## config.mk

```make
export PLATFORM = sky130hd
export DESIGN_NAME = ac97_sample_router
export DESIGN_NICKNAME = d
export VERILOG_FILES = /design/src/rtl/ac97_sample_router.sv
export SDC_FILE = /design/constraint.sdc
export NUM_CORES = 1
export LEC_CHECK = 0
export BUFFER_PORTS_ARGS = -buffer_cell sky130_fd_sc_hd__buf_2
export CORE_MARGIN = 10
export CORE_UTILIZATION = 29
export DETAILED_ROUTE_END_ITERATION = 16
export PLACE_DENSITY = 0.44
export SLEW_MARGIN = 20
export SYNTH_ARGS = -nofsm -noshare
export SYNTH_HDL_FRONTEND = slang
export SYNTH_SLANG_ARGS = --single-unit
```

## constraint.sdc

```tcl
create_clock -name clk -period 7.1 [get_ports clk]
set_input_delay 0.355 -clock clk [delete_from_list [all_inputs] [get_ports clk]]
set_output_delay 0.355 -clock clk [all_outputs]
set_load 0.01 [all_outputs]
```

## src/rtl/ac97_sample_router.sv

```systemverilog
// Run-time sample router between the AC'97 datapath stereo ports and user DSP logic.
// Modes: loopback, FIFO-buffered valid/ready streaming, mute and square-wave test tone.
module ac97_sample_router #(
   parameter int SAMPLE_W   = 18,
   parameter int DATA_W     = 24,
   parameter int FIFO_DEPTH = 8,
   parameter int TONE_HALF  = 24
) (
   input  logic                          clk,
   input  logic                          n_reset,
   input  logic [1:0]                    mode,
   input  logic                          frame_strobe,
   input  logic [SAMPLE_W-1:0]           codec_l_in,
   input  logic [SAMPLE_W-1:0]           codec_r_in,
   output logic [SAMPLE_W-1:0]           codec_l_out,
   output logic [SAMPLE_W-1:0]           codec_r_out,
   output logic                          rx_valid,
   input  logic                          rx_ready,
   output logic [DATA_W-1:0]             rx_left,
   output logic [DATA_W-1:0]             rx_right,
   input  logic                          tx_valid,
   output logic                          tx_ready,
   input  logic [DATA_W-1:0]             tx_left,
   input  logic [DATA_W-1:0]             tx_right,
   output logic [$clog2(FIFO_DEPTH):0]   rx_level,
   output logic [$clog2(FIFO_DEPTH):0]   tx_level,
   output logic                          overrun,
   output logic                          underrun,
   input  logic                          clr_status
);

   localparam int AW    = $clog2(FIFO_DEPTH);
   localparam int LW    = AW + 1;
   localparam int CW    = (TONE_HALF > 1) ? $clog2(TONE_HALF) : 1;
   localparam int SHIFT = DATA_W - SAMPLE_W;
   localparam logic [SAMPLE_W-1:0] TONE_POS = SAMPLE_W'(1) << (SAMPLE_W - 2);
   localparam logic [SAMPLE_W-1:0] TONE_NEG = -TONE_POS;
   localparam logic [LW-1:0]       FULL_LVL = LW'(FIFO_DEPTH);
   localparam logic [CW-1:0]       CNT_LAST = CW'(TONE_HALF - 1);

   typedef enum logic [1:0] {
      MODE_LOOP   = 2'd0,
      MODE_STREAM = 2'd1,
      MODE_MUTE   = 2'd2,
      MODE_TONE   = 2'd3
   } mode_e;

   logic                  strobe_q, evt_q;
   logic                  evt_d;
   mode_e                 mode_q, mode_d, modeEff;
   logic [CW-1:0]         cnt_q, cnt_d, cntCur;
   logic                  phase_q, phase_d, phaseCur;
   logic [SAMPLE_W-1:0]   outL_q, outL_d, outR_q, outR_d;
   logic                  overrun_q, overrun_d, underrun_q, underrun_d;
   logic [AW-1:0]         rxRd_q, rxRd_d, rxWr_q, rxWr_d;
   logic [AW-1:0]         txRd_q, txRd_d, txWr_q, txWr_d;
   logic [LW-1:0]         rxCnt_q, rxCnt_d, txCnt_q, txCnt_d;
   logic [2*DATA_W-1:0]   rxMem_q [FIFO_DEPTH];
   logic [2*SAMPLE_W-1:0] txMem_q [FIFO_DEPTH];
   logic [2*DATA_W-1:0]   rxHead;
   logic [2*SAMPLE_W-1:0] txHead;
   logic [DATA_W-1:0]     wideL, wideR;
   logic                  streamEvt, flush;
   logic                  rxEmpty, rxFull, txEmpty, txFull;
   logic                  rxPop, rxPush, txPop, txPush, overSet, underSet;
   logic                  unusedTxLowBits;

   // Only the top SAMPLE_W bits of each TX word ever reach the codec.
   assign unusedTxLowBits = ^{tx_left, tx_right};

   assign rxEmpty  = (rxCnt_q == '0);
   assign rxFull   = (rxCnt_q == FULL_LVL);
   assign txEmpty  = (txCnt_q == '0);
   assign txFull   = (txCnt_q == FULL_LVL);
   assign rx_valid = (mode_q == MODE_STREAM) & ~rxEmpty;
   assign tx_ready = (mode_q == MODE_STREAM) & ~txFull;
   assign rxHead   = rxMem_q[rxRd_q];
   assign txHead   = txMem_q[txRd_q];
   assign rx_left  = rx_valid ? rxHead[2*DATA_W-1 -: DATA_W] : '0;
   assign rx_right = rx_valid ? rxHead[DATA_W-1:0] : '0;
   assign rx_level = rxCnt_q;
   assign tx_level = txCnt_q;
   assign codec_l_out = outL_q;
   assign codec_r_out = outR_q;
   assign overrun  = overrun_q;
   assign underrun = underrun_q;
   assign wideL    = DATA_W'(codec_l_in) << SHIFT;
   assign wideR    = DATA_W'(codec_r_in) << SHIFT;

   // The mode presented at an event already governs that event.
   always_comb begin
      modeEff   = evt_q ? mode_e'(mode) : mode_q;
      streamEvt = evt_q & (modeEff == MODE_STREAM);
      flush     = (modeEff != MODE_STREAM);
      rxPop     = rx_valid & rx_ready;
      rxPush    = streamEvt & (~rxFull | rxPop);
      overSet   = streamEvt & rxFull & ~rxPop;
      txPush    = tx_valid & tx_ready;
      txPop     = streamEvt & ~txEmpty;
      underSet  = streamEvt & txEmpty;
      cntCur    = (mode_q != MODE_TONE) ? '0 : cnt_q;
      phaseCur  = (mode_q != MODE_TONE) ? 1'b0 : phase_q;
   end

   always_comb begin
      evt_d      = frame_strobe & ~strobe_q;
      mode_d     = modeEff;
      cnt_d      = cnt_q;
      phase_d    = phase_q;
      outL_d     = outL_q;
      outR_d     = outR_q;
      overrun_d  = overrun_q;
      underrun_d = underrun_q;
      rxRd_d     = rxRd_q;
      rxWr_d     = rxWr_q;
      rxCnt_d    = rxCnt_q;
      txRd_d     = txRd_q;
      txWr_d     = txWr_q;
      txCnt_d    = txCnt_q;

      if (evt_q) begin
         case (modeEff)
            MODE_LOOP: begin
               outL_d = codec_l_in;
               outR_d = codec_r_in;
            end
            MODE_MUTE: begin
               outL_d = '0;
               outR_d = '0;
            end
            MODE_TONE: begin
               outL_d = phaseCur ? TONE_NEG : TONE_POS;
               outR_d = phaseCur ? TONE_NEG : TONE_POS;
               if (cntCur == CNT_LAST) begin
                  cnt_d   = '0;
                  phase_d = ~phaseCur;
               end else begin
                  cnt_d   = cntCur + 1'b1;
                  phase_d = phaseCur;
               end
            end
            default: begin
               outL_d = txEmpty ? '0 : txHead[2*SAMPLE_W-1 -: SAMPLE_W];
               outR_d = txEmpty ? '0 : txHead[SAMPLE_W-1:0];
            end
         endcase
      end

      if (flush) begin
         rxRd_d  = '0;
         rxWr_d  = '0;
         rxCnt_d = '0;
         txRd_d  = '0;
         txWr_d  = '0;
         txCnt_d = '0;
      end else begin
         rxRd_d  = rxRd_q + AW'(rxPop);
         rxWr_d  = rxWr_q + AW'(rxPush);
         rxCnt_d = rxCnt_q + LW'(rxPush) - LW'(rxPop);
         txRd_d  = txRd_q + AW'(txPop);
         txWr_d  = txWr_q + AW'(txPush);
         txCnt_d = txCnt_q + LW'(txPush) - LW'(txPop);
      end

      // A new error wins over a clear arriving in the same cycle.
      if ((mode_q == MODE_STREAM) && clr_status) begin
         overrun_d  = 1'b0;
         underrun_d = 1'b0;
      end
      if (overSet)
         overrun_d = 1'b1;
      if (underSet)
         underrun_d = 1'b1;
   end

   always_ff @(posedge clk or negedge n_reset) begin
      if (!n_reset) begin
         strobe_q   <= 1'b0;
         evt_q      <= 1'b0;
         mode_q     <= MODE_LOOP;
         cnt_q      <= '0;
         phase_q    <= 1'b0;
         outL_q     <= '0;
         outR_q     <= '0;
         overrun_q  <= 1'b0;
         underrun_q <= 1'b0;
         rxRd_q     <= '0;
         rxWr_q     <= '0;
         rxCnt_q    <= '0;
         txRd_q     <= '0;
         txWr_q     <= '0;
         txCnt_q    <= '0;
      end else begin
         strobe_q   <= frame_strobe;
         evt_q      <= evt_d;
         mode_q     <= mode_d;
         cnt_q      <= cnt_d;
         phase_q    <= phase_d;
         outL_q     <= outL_d;
         outR_q     <= outR_d;
         overrun_q  <= overrun_d;
         underrun_q <= underrun_d;
         rxRd_q     <= rxRd_d;
         rxWr_q     <= rxWr_d;
         rxCnt_q    <= rxCnt_d;
         txRd_q     <= txRd_d;
         txWr_q     <= txWr_d;
         txCnt_q    <= txCnt_d;
      end
   end

   // Sample storage needs no reset; occupancy is tracked by the pointers.
   always_ff @(posedge clk) begin
      if (rxPush)
         rxMem_q[rxWr_q] <= {wideL, wideR};
      if (txPush)
         txMem_q[txWr_q] <= {tx_left[DATA_W-1 -: SAMPLE_W], tx_right[DATA_W-1 -: SAMPLE_W]};
   end

endmodule

```

==> flow_summary.yaml <==
run_status:
  outcome: "complete, no violations"
global_route:
  grt_pass1_wl_mm: 91.90
  grt_max_degree: 53
  antenna_found_initial: 16
  grtUsageTotal: 0.1273
  grt_pass1_vias: 13011
  grt_overflow: 0
critical_path:
  r2r_end: "rxMem_q[2][24]$_DFFE_PP_"
  crit_type: "reg2out"
  cp-end-kind: "primary output"
  arrival_ps: 3420
  crit_start: "rxRd_q[0]$_DFF_PN0_"
  r2r_start: "evt_q$_DFF_PN0_"
  crit_fanout: 43
  setup.worst_path.end: "rx_left[22]"
  startpoint_type: "register"
  reg2reg_setup_slack_ps: 3870
  cp_data_required_time_ps: 6740
  rr_worst_depth: 4
sta:
  skew_ps: 19.13
  max-slew-margin-rel: 0.3760
  rsz0062_at_grt: "no"
  min_period_over_period: 0.5314
  max_freq_ghz: 0.2651
  hold_viol_final: 0
  fin_crit_ps: 3773
  setup-tns-final_ps: 0
  worst_pin_slew_ps: 936.0
  setup-violations-final: 0
  finalMaxSlewViolations: 0
clocking:
  postCtsSetupRepairBufs: 0
  cts_max_level: 3
  clk_pin_slew_ps: 60
  clock_path_buffers: 3
  root_buffer: "clkbuf_16"
  cts_tree: "done"
  cts_sinks: 644
  clock_latency_ps: 600
  numCtsBuffers: 69
floorplan:
  start_util: 0.2924
  die-area_um2: 97980
  num_rows: 107
  die_y_um: 313.0
  io_pins: 188
  core_um2: 85150
  fp.dieW_um: 313.0
layout:
  final_nets: 1541
  fillCellCount: 8169
  final_layout_size_suffix_gt1_frac: 0.3063
  syn_to_final_growth_pct: 18.11
yosys:
  synthArstFlopShare: 0.1056
  synth_top_area_cell: "edfxtp_1"
  synth.avg_cell_area_um2: 20.58
  ys.flop_type: "edfxtp_1"
  synth_cell_types: 48
  ys_warn_count: 0
  netlist_top_cells_area: "edfxtp_1 69%, mux4_2 13%, dfrtp_1 6.8%, mux2i_1 1.5%, a222oi_1 1.3%"
  synth_common_cells: "576 x edfxtp_1, 142 x mux4_2, 81 x nand2_1"
  synth_cells: 1210
  synth_edf_count: 576
  synth_area_um2: 24900
  ys_ff_latch: 644
  synthMostInstantiatedCell: "edfxtp_1"
  synth_top_cell_area_share: 0.6947
  synth_seq_area_share: 0.7630
place:
  gp_congestion: 0.7037
  portBuffers: 163
  dp_hpwl_mm: 37.96
run:
  cap_violations: 0
detailed_routing:
  drt_wl_total_mm: 62.90
  via_per_inst: 4.622
  route.detailed.drc: 0
  vias: 12161
  routedWlPerCell_um: 23.91
  drt_iter0_drc: 860
  postRouteAntennaNets: 0
  drt_first_pass_iters: 5
power_and_ir_drop:
  p_total_mw: 7.874
  irDropWorstVdd_v: 0.0001400
  powerDensity_nw_per_um2: 267.8
  p_leak_nw: 9.765
worst_hold_path:
  holdCritPathClass: "in2reg"
==> timing repair <==
item,in CTS,in global routing
endpoints found under the hold margin,77,0
hold buffers,12,0
resized for setup,0,0
==> routing by layer <==
metal | up-vias | wire length (um) | global-route usage
met2 | 261 | 31810 | 0.2189
li1 | 5359 | - | -
met3 | 96 | 3543 | 0.03040
met1 | 6431 | 26250 | 0.1591
met4 | 14 | 1182 | 0.03389
met5 | - | 116 | 0
==> worst min-delay path by stage <==
stage	startpoint	endpoint	slack [ps]	depth (start not counted)
floorplan	n_reset	cnt_q[0]$_DFFE_PN0P_	60	0
global placement	n_reset	codec_l_out[12]$_DFFE_PN0P_	310	1
detailed placement	n_reset	codec_l_out[12]$_DFFE_PN0P_	310	1
CTS	tx_right[16]	txMem_q[3][10]$_DFFE_PP_	0.07	1
global route	tx_right[23]	txMem_q[6][17]$_DFFE_PP_	20	1
finish	tx_right[8]	txMem_q[4][2]$_DFFE_PP_	40	1
==> report_power, final <==
group          switching, mW  total (mW)  internal [mW]
Combinational          0.168       0.255         0.0874
Sequential            0.0288        4.21           4.18
Clock                   1.43        3.41           1.98
Total                   1.63        7.87           6.24
==> state kept, by name (all words and copies together), names as in the netlist <==
signal       count
rxMem_q        288
txMem_q        288
codec_l_out     18
codec_r_out     18
cnt_q            5
rx_level         4
tx_level         4
rxRd_q           3
rxWr_q           3
txRd_q           3
txWr_q           3
mode_q           2
evt_q            1
overrun          1
phase_q          1
strobe_q         1
underrun         1
==> critical path, stage by stage (launching register included) <==
cell,delay (ps)
dfrtp_4,1010
buf_4,690
mux4_2,590
mux2i_1,240
nor2_1,70
buf_2,160
==> per-stage QoR <==
step / worst slack [ps] / instances / instance area [um2] / utilization / hold slack [ps]
floorplan: 1951 / 1221 / 24940 / - / 59.41
global placement: 3584 / 2489 / 27140 / 0.3187 / 307.5
detailed placement: 3728 / 2489 / 27140 / 0.3188 / 311.6
CTS: 3056 / 2626 / 29400 / 0.3452 / 0.06561
global route: 2938 / 2628 / 29400 / 0.3453 / 19.40
finish: 3327 / 2631 / 29410 / 0.3454 / 36.85
==> area by class of cell <==
type                       count  area [um2]  area share
inverter                      15       56.30    0.001915
timing repair buffer         205        1164     0.03957
multi-input combinational    493        5602      0.1905
tap                         1144        1431     0.04867
clock inverter                26       187.7    0.006382
sequential                   644       19010      0.6465
clock buffer                  99        1943     0.06607
antenna                        5       12.51   0.0004255
==> cells by family after synthesis <==
| group | Yosys count | synth area share |
|---|---|---|
| XOR/XNOR | 9 | 0.003166 |
| AND/OR/NAND/NOR | 196 | 0.03523 |
| AO/OA/AOI/OAI | 71 | 0.02276 |
| multiplexers | 184 | 0.1455 |
| buffers and inverters | 84 | 0.01899 |
| adder cells (fa/ha/maj) | 21 | 0.01116 |
| other | 1 | 0.0001506 |
| flip-flops | 644 | 0.7630 |
==> layout by cell type (no fill, tap or decap), drive strengths merged, types with 11 or more instances in the layout <==
cell and count:
buf 193, a222oi 32, dfrtp 68, ha 19, mux2i 38, mux4 142, o21ai 11, edfxtp 576
clkbuf 99, nand2 81, nor2b 16, a21oi 12, nor2 61, clkinv 21, dlygate4sd3 12, conb 12
inv 17
Power figures use the tool's default switching activity.
